[config.mk]
export PLATFORM = sky130hd
export DESIGN_NAME = bcd_digit_adder
export DESIGN_NICKNAME = d
export VERILOG_FILES = /design/src/rtl/bcd_pkg.sv /design/src/rtl/bcd_digit_add.sv /design/src/rtl/bcd_digit_adder.sv
export SDC_FILE = /design/constraint.sdc
export NUM_CORES = 1
export LEC_CHECK = 0
export ABC_AREA = 1
export CORE_AREA = 2 2 39 41
export DETAILED_ROUTE_END_ITERATION = 7
export DIE_AREA = 0 0 41 43
export GPL_TIMING_DRIVEN = 0
export HOLD_SLACK_MARGIN = 0.05
export PLACE_DENSITY = 0.72
export REMOVE_ABC_BUFFERS = 1
export SYNTH_ARGS = -nofsm -noshare
export SYNTH_HDL_FRONTEND = slang
export SYNTH_SLANG_ARGS = --single-unit
[constraint.sdc]
create_clock -name clk -period 2.6 [get_ports clk]
set_input_delay 0.39 -clock clk [delete_from_list [all_inputs] [get_ports clk]]
set_output_delay 0.39 -clock clk [all_outputs]
set_load 0.01 [all_outputs]
[src/rtl/bcd_pkg.sv]
// Shared constants, types and helpers for the BCD adder.
package bcd_pkg;

  localparam logic [3:0] BCD_MAX  = 4'd9;
  localparam logic [3:0] BCD_CORR = 4'd6;

  typedef logic [3:0] bcd_digit_t;

  // True when the nibble is a legal decimal digit (0..9).
  function automatic logic is_bcd(input bcd_digit_t digit);
    return (digit <= BCD_MAX);
  endfunction

endpackage

[src/rtl/bcd_digit_add.sv]
// Single-digit combinational BCD adder with invalid-digit flag.
module bcd_digit_add
  import bcd_pkg::*;
(
  input  logic [3:0] a_i,
  input  logic [3:0] b_i,
  input  logic       c_i,
  output logic [3:0] sum_i,
  output logic       c_o,
  output logic       bad
);

  logic [4:0] t_raw;
  logic [4:0] t_corr;
  logic       over;

  // Binary add, then decimal-correct when the raw sum leaves the 0..9 range.
  // Invalid inputs push t up to 31; the same correction still applies.
  always_comb begin
    t_raw  = {1'b0, a_i} + {1'b0, b_i} + {4'b0, c_i};
    over   = (t_raw > {1'b0, BCD_MAX});
    t_corr = t_raw + {1'b0, BCD_CORR};
    sum_i  = over ? t_corr[3:0] : t_raw[3:0];
    c_o    = over;
    bad    = !is_bcd(a_i) || !is_bcd(b_i);
  end

endmodule

[src/rtl/bcd_digit_adder.sv]
// Registered multi-digit BCD adder: ripple of digit adders plus output register.
module bcd_digit_adder
  import bcd_pkg::*;
#(
  parameter int DIGITS = 1
) (
  input  logic                clk,
  input  logic                rst,
  input  logic                in_valid,
  input  logic [4*DIGITS-1:0] a,
  input  logic [4*DIGITS-1:0] b,
  input  logic                cin,
  output logic [4*DIGITS-1:0] sum,
  output logic                cout,
  output logic                out_valid,
  output logic                err
);

  logic [DIGITS:0]       carry;
  logic [DIGITS-1:0]     bad_vec;
  logic [4*DIGITS-1:0]   sum_next;

  logic [4*DIGITS-1:0]   sum_reg;
  logic                  cout_reg;
  logic                  out_valid_reg;
  logic                  err_reg;

  assign carry[0] = cin;

  genvar gi;
  generate
    for (gi = 0; gi < DIGITS; gi++) begin : g_digit
      bcd_digit_add u_digit (
        .a_i   (a[4*gi +: 4]),
        .b_i   (b[4*gi +: 4]),
        .c_i   (carry[gi]),
        .sum_i (sum_next[4*gi +: 4]),
        .c_o   (carry[gi+1]),
        .bad   (bad_vec[gi])
      );
    end
  endgenerate

  // Capture the result on accepted operands; otherwise hold the data and drop valid.
  always_ff @(posedge clk) begin
    if (rst) begin
      sum_reg       <= '0;
      cout_reg      <= 1'b0;
      out_valid_reg <= 1'b0;
      err_reg       <= 1'b0;
    end else begin
      out_valid_reg <= in_valid;
      if (in_valid) begin
        sum_reg  <= sum_next;
        cout_reg <= carry[DIGITS];
        err_reg  <= |bad_vec;
      end
    end
  end

  assign sum       = sum_reg;
  assign cout      = cout_reg;
  assign out_valid = out_valid_reg;
  assign err       = err_reg;

endmodule

==> impl_metrics.json, run 1 <==
{
  "status": "complete, no violations",
  "area_growth_pct": 41.5,
  "yosys-top-cells-area": "dfxtp_1, ha_1, fa_1",
  "clk_latency_ps": 250,
  "antenna_found_initial": 0,
  "htreeDepth": 1,
  "seqPwrFrac_pct": 33.5,
  "synthDominantCellAreaShare_pct": 27.1,
  "layout-drive-gt1-share_pct": 17.0,
  "critPathKind": "primary input to flip-flop",
  "ys_seq_elements": 7,
  "synth_common_cells": "inv_1, nand2_1, dfxtp_1, nand3_1, o21ai_0",
  "synth_area_um2": 518,
  "antenna_left": 0,
  "largest_register_ffs": 4,
  "layout.nets": 107,
  "core_um2": 1380,
  "ctsLongestPathBuffers": 2,
  "power.switching_w": 0.000118,
  "holdCritPathClass": "flip-flop to flip-flop",
  "clock-root-buffer": "clkbuf_4",
  "cp.arrival_ps": 2580,
  "finalSetupTns_ps": 0,
  "relSlewSlack_pct": 73.9,
  "slew_viol_final": 0,
  "synth_seq_area_share_pct": 27.1,
  "fmax_mhz": 408,
  "worst_slew_pin_slew_ps": 390,
  "cp-start-kind": "primary input",
  "yosysMostFrequentCell": "inv_1",
  "place_ws_ps": -181,
  "n_antenna_cell": 0,
  "grt_pass1_vias": 454,
  "start_util_pct": 37.4,
  "drv_cap": 0,
  "register_area_um2": 140,
  "grt_pass1_wl_mm": 1.63,
  "syn_area_per_cell_um2": 7.73,
  "die_h_um": 43,
  "multi_input_area_um2": 325,
  "p_int_w": 0.000249,
  "ys_warn_count": 0,
  "grt_usage_pct": 13.3,
  "clock-sinks": 7,
  "die_w_um": 41,
  "synth_edf_count": 0,
  "cp_max_fo": 4,
  "port_buffers": 18,
  "switching_share_pct": 32.1,
  "syn_inst": 67,
  "pwr-share-clk_pct": 26.9,
  "cts_made_buffers": 3,
  "grt_start_max_net_pins": 12,
  "dr.first_iter.drc_count": 5,
  "cts_tree": "built",
  "hpwl_um": 812,
  "hold_slack_ps": 475,
  "final_util_pct": 53.0,
  "wl_per_cell_um": 8.92,
  "final.min_clock_period_ps": 2450,
  "setup_viol_count_final": 0,
  "viasPerCell": 4.73,
  "drc": 0,
  "grt_overflow_total": 0,
  "fin_crit_sh_pct": 94.2,
  "clk_pin_slew_worst_paths_ps": 50,
  "cp.required_ps": 2730,
  "row_count": 14,
  "vias": 492,
  "p_leak_nw": 0.334,
  "skew_ps": 0,
  "synth_cell_types": 18,
  "setup.worst_path.end_class": "flip-flop",
  "synth_top_area_cell": "dfxtp_1",
  "num_io_pins": 19,
  "fillCellCount": 144,
  "async_flop_share_pct": 0,
  "drtPass1Iterations": 3,
  "dieArea_um2": 1760,
  "p_comb_share_pct": 39.7,
  "postLayoutSetupSlackWorst_ps": 151,
  "wirelength_um": 928,
  "peakVddDrop_mv": 0.175,
  "gp_congestion": 0.728,
  "final_hold_viol_count": 0,
  "powerDensity_nw_per_um2": 499,
  "yosys_most_used_dff": "dfxtp_1",
  "hold_buffers": 0,
  "rsz0062_at_grt": "no"
}
==> final cells by class <==
cell class	count	share of cell area (%)
clock buffer	4	3.58
sequential	7	19.1
timing repair buffer	18	24.6
multi-input combinational	48	44.4
tap	16	2.73
inverter	11	5.63
==> timing repair <==
| item | 4_1_cts | 5_1_grt |
|---|---|---|
| gates resized for setup | 0 | 1 |
| endpoints found under the setup margin | 0 | 2 |
| buffers inserted | 0 | 0 |
==> per-layer routing <==
metal | vias up | global-route usage, % | routed length (um) | share of wire (%)
met3 | 3 | 1.57 | 62 | 6.7
met5 | - | 0 | 0 | 0
li1 | 259 | - | - | -
met2 | 18 | 20.9 | 445 | 48
met1 | 212 | 16.1 | 403 | 43
met4 | 0 | 8.00 | 17 | 1.8
==> cell families (layout without fill, tap and decap cells) <==
| group | Yosys count | in the layout | share of synthesized area (%) |
|---|---|---|---|
| simple gates | 27 | 27 | 24.9 |
| compound gates | 15 | 15 | 20.1 |
| flops | 7 | 7 | 27.1 |
| buf+inv | 12 | 33 | 10.6 |
| fa+ha+maj | 6 | 6 | 17.4 |
==> power by group through the flow <==
stage | clock (W) | sequential [W] | combinational [W]
2_1_floorplan | 0 | 0.000130 | 0.0000847
3_5_place_dp | 0 | 0.000125 | 0.000147
6_report | 0.0000984 | 0.000123 | 0.000145
5_1_grt | 0.000111 | 0.000124 | 0.000165
3_3_place_gp | 0 | 0.000125 | 0.000143
4_1_cts | 0.000101 | 0.000123 | 0.000147
==> through the flow <==
step,cell area (um^2),power (W),std cells
after floorplan,504,0.000215,66
after global placement,704,0.000268,100
after detailed placement,704,0.000272,100
after CTS,731,0.000370,104
after global routing,733,0.000400,104
final,733,0.000366,104
==> critical path, stage by stage <==
cell             delay (ps)
clkdlybuf4s50_1         440
fa_2                    420
fa_1                    550
inv_1                    70
ha_1                    220
a21oi_2                 120
nand2_2                  80
nand2_2                  90
nand3_1                  70
nand2_1                  70
a21oi_2                  50
==> cells in the final DEF (no fill, tap or decap), types with 2 or more instances in the layout <==
master,instances
clkdlybuf4s50_1,18
inv_1,10
nand2_1,9
nand3_1,7
dfxtp_1,7
o21ai_0,6
nand2_2,5
nor2_1,5
ha_1,4
a21oi_2,3
clkbuf_4,3
a21oi_1,2
==> worst paths after layout <==
| kind | to | cells past startpoint | startpoint | slack (ps) |
|---|---|---|---|---|
| setup / recovery | sum[3] | 11 | a[0] | 150 |
| hold / removal | sum[2] | 2 | sum[2] | 480 |
| setup reg to reg | sum[3] | 2 | sum[3] | 1940 |
| hold reg to reg | sum[2] | 2 | sum[2] | 480 |
Power figures use the tool's default switching activity.
==> run 2: changes to the inputs <==
--- a/config.mk
+++ b/config.mk
@@ -7,6 +7,7 @@
 export LEC_CHECK = 0
 export ABC_AREA = 1
 export CORE_AREA = 2 2 39 41
+export CTS_CLUSTER_SIZE = 16
 export DETAILED_ROUTE_END_ITERATION = 7
 export DIE_AREA = 0 0 41 43
 export GPL_TIMING_DRIVEN = 0
==> results of run 2 <==
No change in the layout: final DEF, timing and power equal those of run 1.
